### src/rtl/lsu_pkg.sv
// Shared types and constants for the load/store bus adapter.
package lsu_pkg;

  localparam logic [2:0] F3_B  = 3'b000;
  localparam logic [2:0] F3_H  = 3'b001;
  localparam logic [2:0] F3_W  = 3'b010;
  localparam logic [2:0] F3_BU = 3'b100;
  localparam logic [2:0] F3_HU = 3'b101;

  localparam int TMO_W = 16;

  typedef enum logic [1:0] {
    IDLE = 2'd0,
    REQ  = 2'd1,
    WAIT = 2'd2,
    DONE = 2'd3
  } lsu_state_t;

endpackage

### src/rtl/lsu_align.sv
// Byte-lane alignment: byte enables, lane-replicated store data, load extraction
// with sign/zero extension, and legality of the width/offset combination.
module lsu_align
  import lsu_pkg::*;
(
  input  logic [2:0]  funct3,
  input  logic [1:0]  off,
  input  logic        we,
  input  logic [31:0] wdata,
  input  logic [31:0] bus_rdata,
  output logic [3:0]  be,
  output logic [31:0] lane_wdata,
  output logic [31:0] rdata_ext,
  output logic        illegal
);

  logic [7:0]  byte_sel;
  logic [15:0] half_sel;

  always_comb begin
    case (off)
      2'd0:    byte_sel = bus_rdata[7:0];
      2'd1:    byte_sel = bus_rdata[15:8];
      2'd2:    byte_sel = bus_rdata[23:16];
      default: byte_sel = bus_rdata[31:24];
    endcase
    half_sel = off[1] ? bus_rdata[31:16] : bus_rdata[15:0];
  end

  always_comb begin
    be         = 4'b0000;
    lane_wdata = 32'h0;
    rdata_ext  = 32'h0;
    illegal    = 1'b0;
    case (funct3)
      F3_B: begin
        be         = 4'b0001 << off;
        lane_wdata = {4{wdata[7:0]}};
        rdata_ext  = {{24{byte_sel[7]}}, byte_sel};
      end
      F3_BU: begin
        be         = 4'b0001 << off;
        lane_wdata = {4{wdata[7:0]}};
        rdata_ext  = {24'h0, byte_sel};
        illegal    = we;
      end
      F3_H: begin
        be         = off[1] ? 4'b1100 : 4'b0011;
        lane_wdata = {2{wdata[15:0]}};
        rdata_ext  = {{16{half_sel[15]}}, half_sel};
        illegal    = off[0];
      end
      F3_HU: begin
        be         = off[1] ? 4'b1100 : 4'b0011;
        lane_wdata = {2{wdata[15:0]}};
        rdata_ext  = {16'h0, half_sel};
        illegal    = off[0] | we;
      end
      F3_W: begin
        be         = 4'b1111;
        lane_wdata = wdata;
        rdata_ext  = bus_rdata;
        illegal    = (off != 2'b00);
      end
      default: illegal = 1'b1;
    endcase
  end

endmodule

### src/rtl/lsu_bus_adapter.sv
// Load/store unit bridging the single-cycle core to a ready/valid data bus:
// one core access becomes one bus transaction, with the core stalled meanwhile.
module lsu_bus_adapter
  import lsu_pkg::*;
#(
  parameter int TIMEOUT = 255
) (
  input  logic        clk,
  input  logic        rst_n,
  input  logic        core_req,
  input  logic        core_we,
  input  logic [2:0]  core_funct3,
  input  logic [31:0] core_addr,
  input  logic [31:0] core_wdata,
  output logic [31:0] core_rdata,
  output logic        stall,
  output logic        err_access,
  output logic        err_bus,
  output logic        bus_req,
  output logic        bus_we,
  output logic [31:0] bus_addr,
  output logic [3:0]  bus_be,
  output logic [31:0] bus_wdata,
  input  logic        bus_gnt,
  input  logic        bus_rvalid,
  input  logic [31:0] bus_rdata,
  input  logic        bus_err_in
);

  lsu_state_t       state_q, state_d;
  logic             we_q;
  logic [2:0]       f3_q;
  logic [1:0]       off_q;
  logic [TMO_W-1:0] cnt_q, cnt_nxt;
  logic             idle, resp, tmo;
  logic [2:0]       al_f3;
  logic [1:0]       al_off;
  logic             al_we;
  logic [3:0]       be;
  logic [31:0]      lane_wdata, rdata_ext;
  logic             illegal;

  // The aligner decodes live core inputs in IDLE and the latched access afterwards.
  assign idle    = (state_q == IDLE);
  assign al_f3   = idle ? core_funct3    : f3_q;
  assign al_off  = idle ? core_addr[1:0] : off_q;
  assign al_we   = idle ? core_we        : we_q;
  assign stall   = core_req & (state_q != DONE);
  assign cnt_nxt = cnt_q + 1'b1;

  lsu_align u_align (
    .funct3     (al_f3),
    .off        (al_off),
    .we         (al_we),
    .wdata      (core_wdata),
    .bus_rdata  (bus_rdata),
    .be         (be),
    .lane_wdata (lane_wdata),
    .rdata_ext  (rdata_ext),
    .illegal    (illegal)
  );

  always_ff @(posedge clk or negedge rst_n) begin
    if (!rst_n) state_q <= IDLE;
    else        state_q <= state_d;
  end

  // A response beats the timeout in the same cycle; the timeout beats a bare grant.
  always_comb begin
    state_d = state_q;
    resp    = 1'b0;
    tmo     = 1'b0;
    case (state_q)
      IDLE: if (core_req) state_d = illegal ? DONE : REQ;
      REQ: begin
        if (bus_gnt && bus_rvalid) begin
          resp    = 1'b1;
          state_d = DONE;
        end else if (cnt_nxt == TMO_W'(TIMEOUT)) begin
          tmo     = 1'b1;
          state_d = DONE;
        end else if (bus_gnt) begin
          state_d = WAIT;
        end
      end
      WAIT: begin
        if (bus_rvalid) begin
          resp    = 1'b1;
          state_d = DONE;
        end else if (cnt_nxt == TMO_W'(TIMEOUT)) begin
          tmo     = 1'b1;
          state_d = DONE;
        end
      end
      DONE:    state_d = IDLE;
      default: state_d = IDLE;
    endcase
  end

  always_ff @(posedge clk or negedge rst_n) begin
    if (!rst_n) begin
      we_q       <= 1'b0;
      f3_q       <= 3'b000;
      off_q      <= 2'b00;
      cnt_q      <= '0;
      bus_req    <= 1'b0;
      bus_we     <= 1'b0;
      bus_addr   <= 32'h0;
      bus_be     <= 4'b0000;
      bus_wdata  <= 32'h0;
      core_rdata <= 32'h0;
      err_access <= 1'b0;
      err_bus    <= 1'b0;
    end else begin
      case (state_q)
        IDLE: begin
          cnt_q <= '0;
          if (core_req) begin
            if (illegal) begin
              err_access <= 1'b1;
            end else begin
              we_q      <= core_we;
              f3_q      <= core_funct3;
              off_q     <= core_addr[1:0];
              bus_req   <= 1'b1;
              bus_we    <= core_we;
              bus_addr  <= {core_addr[31:2], 2'b00};
              bus_be    <= be;
              bus_wdata <= core_we ? lane_wdata : 32'h0;
            end
          end
        end
        REQ, WAIT: begin
          cnt_q <= cnt_nxt;
          if (state_q == REQ && bus_gnt) bus_req <= 1'b0;
          if (resp) begin
            err_bus <= bus_err_in;
            if (bus_err_in)  core_rdata <= 32'h0;
            else if (!we_q)  core_rdata <= rdata_ext;
          end
          if (tmo) begin
            bus_req    <= 1'b0;
            err_bus    <= 1'b1;
            core_rdata <= 32'h0;
          end
        end
        DONE: begin
          err_access <= 1'b0;
          err_bus    <= 1'b0;
        end
        default: ;
      endcase
    end
  end

endmodule

### config.mk
export PLATFORM = sky130hd
export DESIGN_NAME = lsu_bus_adapter
export DESIGN_NICKNAME = d
export VERILOG_FILES = /design/src/rtl/lsu_pkg.sv /design/src/rtl/lsu_align.sv /design/src/rtl/lsu_bus_adapter.sv
export SDC_FILE = /design/constraint.sdc
export NUM_CORES = 1
export LEC_CHECK = 0
export BUFFER_PORTS_ARGS = -buffer_cell sky130_fd_sc_hd__buf_2
export CAP_MARGIN = 20
export CORE_MARGIN = 2
export CORE_UTILIZATION = 35
export CTS_BUF_LIST = sky130_fd_sc_hd__clkbuf_4
export DETAILED_ROUTE_END_ITERATION = 7
export GPL_ROUTABILITY_DRIVEN = 0
export PLACE_DENSITY_LB_ADDON = 0.2
export SYNTH_ARGS = -nofsm -noshare
export SYNTH_HDL_FRONTEND = slang
export SYNTH_SLANG_ARGS = --single-unit
### constraint.sdc
create_clock -name clk -period 3.45 [get_ports clk]
set_input_delay 0.69 -clock clk [delete_from_list [all_inputs] [get_ports clk]]
set_output_delay 0.69 -clock clk [all_outputs]
set_load 0.01 [all_outputs]
==> results by group <==
Power
  • Static Leak: roughly 4.1 nW
  • Clock Power Share: between 10 and 15%
  • Part of the power in registers: about 34%
  • Logic gate share of total power: slightly above 50%
  • Worst VDD drop: around 0.00036 V
  • P_sw: 2.90 mW
  • Pwr per Cell Area: roughly 830 nW/um^2
  • Sw Ratio: between 40% and 50%
  • Internal: roughly 3.7 mW

Run
  • Max cap viols: 0

Floorplan
  • Boundary Pins: between 200 and 250
  • Die Y: approximately 140 um
  • Num rows: a little under 50
  • Die W: 140 um
  • CORE AREA: 18100 sq um
  • Die area: between 15000 and 20000 sq um
  • Initial Util: ~36%

STA
  • Slew Viols, Final: 0
  • Slew headroom: 35.7%
  • Hold slack: a little under 200 ps
  • Final setup fails: 0
  • Unrepaired setup endpoints after global routing: false
  • Slew @ Worst Pin: 965 ps
  • Fin. Hold Viols: 0
  • Final period util: about nine tenths
  • Minimum clock period: 3070 ps
  • Skew final: ~31 ps
  • Setup TNS: 0 ps
  • Max Clk Rate: 326 MHz

CTS
  • Worst-skew pair later-pin latency: about 550 ps
  • Worst-path clk slew: 140 ps
  • Clk root buf: clkbuf_4
  • Clk sinks: between 100 and 150
  • CTS buffer count: 17
  • Post-CTS Setup Repair Bufs: 0
  • CTS tree: built
  • H-tree depth: 4
  • Resized cells post-CTS: 0
  • Clock buffer depth: 2
  • Cts hold-fix bufs: 0

Yosys
  • Syn Inst Count: about 680
  • Synth unique cells: a little over 60
  • Top_reg_cell synth: dfrtp_1
  • FF+latch count, synth: between 100 and 150
  • Post-synthesis sequential area ratio: around half
  • EDFF count, synth: 0
  • Warnings from Yosys: 0
  • Syn avg cell area: ~9.5 sq um
  • Yosys top cell by area: dfrtp_1
  • Top cell type's share of synthesized area: 48.0%
  • Synth top cells by count: 197 x nand2_1, 125 x dfrtp_1, 35 x a22o_1
  • Most common cell in the netlist: nand2_1
  • Top cells by area, synth: dfrtp_1 48%, nand2_1 11%, a22o_1 4.7%, o2bb2ai_1 3.2%, mux4_2 2.8%
  • Share of synthesized registers carrying an async set or reset: between 90% and 100%
  • Post-synthesis cell area: about 6500 sq um

Routing
  • Detailed Route Iter0 Violations: 330
  • Routed length per instance: 16.7 um
  • Total wire length: 18.7 mm
  • Final antenna-violating net count: 0
  • Routed vias: 5815
  • Routed vias/inst: 5.18
  • Pre-Repair DR Iteration Count: 6
  • Residual DRC count: 0

GRT
  • Largest net degree at the start of global routing: 67
  • Busiest grt layer: met2
  • First-pass GRT wire length: between 20 and 30 mm
  • GRT Total Usage: a little under a fifth
  • Vias in the first global route: roughly 5500
  • Grt met2 use: 28.8%
  • Met1 Use GR: between 20% and 30%
  • Remaining global-route overflow: 0
  • Antenna violations before repair: 2
  • Met3 GRT Util: approximately 4.7%

Finish
  • Final core occ: between 40% and 50%
  • Share of cells above drive strength 1: 33.4%
  • Area growth, synth to finish: 22.9%
  • # nets final: 991

Worst hold path
  • Worst hold path type: in2async

Setup path
  • CP startpoint kind: register
  • CP Class: reg2reg
  • Setup crit end kind: register
  • Crit path required time: between 3000 and 4000 ps
  • Max Fanout on Critical Path: 16
  • Crit path arrival time: around 3500 ps

Placement
  • HPWL Detailed: around 14 mm
  • IO Port Bufs: ~210

Run status
  • Status: complete, no violations
==> registers in the layout, indices dropped and copies added, names as in the netlist <==
name and count:
core_rdata 32, bus_wdata 32, cnt_q 16, state_q 2
we_q 1, bus_addr 30, off_q 2, err_access 1
err_bus 1, bus_be 4, bus_req 1, f3_q 3
==> power groups by stage <==
stage,sequential (mW),clock (mW),combinational (mW)
6_report,2.27,0.957,3.42
4_1_cts,2.27,0.998,3.46
2_1_floorplan,2.45,0,2.19
3_5_place_dp,2.29,0,3.46
3_3_place_gp,2.30,0,3.43
5_1_grt,2.34,1.06,3.79
==> layer usage <==
layer	share of wire, %	up-vias
li1	-	2817
met1	45	2773
met2	46	201
met3	6.3	24
met4	1.9	0
met5	0	-
==> critical path: stages, from the launching register on <==
cell	delay (ps)
dfrtp_1	470
inv_1	130
ha_1	310
buf_4	250
mux2i_2	290
buf_4	270
mux4_2	260
nand2_1	110
a21oi_2	660
a21oi_1	90
o2bb2ai_1	160
==> layout by cell type (no fill, tap or decap), types with 3 or more instances in the layout <==
cell	instances
buf_2	207
nand2_1	197
dfrtp_1	125
a22o_1	35
nand3_1	29
nor2_1	26
a21oi_1	26
o2bb2ai_1	24
buf_4	19
clkbuf_4	18
o21ai_0	16
mux2i_1	11
mux2_2	11
inv_1	10
mux4_2	8
a221o_1	8
a222oi_1	8
a22oi_1	8
o21ai_1	7
ha_1	7
nor3_1	6
clkinvlp_4	5
and2_1	4
mux2i_2	4
diode_2	3
nor2b_1	3
nand4_1	3
or3_1	3
a21o_1	3
and3_1	3
a31oi_1	3
clkinv_2	3
==> logic make-up after synthesis <==
group,Yosys count,synth area share [%]
and+or+nand+nor,294,19.8
AOI/OAI and AO/OA,156,18.1
DFF,125,48.0
buffers and inverters,63,5.05
muxes,35,7.43
adders and majority gates,7,1.34
xor gates and xnor gates,2,0.269
other,1,0.0575
==> worst paths after layout <==
check                                    from              to  slack (ps)  cells after the start
worst max-delay path               state_q[0]  core_rdata[31]         380                     10
worst min-delay path                    rst_n  core_rdata[21]         200                      1
worst max register to register     state_q[0]  core_rdata[31]         380                     10
worst min register to register   bus_wdata[5]    bus_wdata[5]         470                      2
max in group asynchronous               rst_n         f3_q[0]        2510                      2
min in group clk                core_addr[17]    bus_addr[17]         340                      3
==> cell type report <==
cell class | count | area (sq um)
fill | 1810 | 10100
sequential | 125 | 3130
multi-input combinational | 496 | 3080
timing repair buffer | 228 | 1220
tap | 229 | 287
clock buffer | 18 | 135
clock inverter | 14 | 121
inverter | 10 | 37.5
antenna | 3 | 7.51
==> stage by stage <==
stage                     std cells  worst slack, ps  power, mW  area, sq um
after global placement         1088              468       5.73         7750
after detailed placement       1088              406       5.75         7750
after global routing           1122              104       7.19         8010
after CTS                      1120              358       6.73         8000
final                          1123              384       6.65         8010
after floorplan                 684              926       4.64         6520
Note: power is estimated with default switching activity, not from simulation.
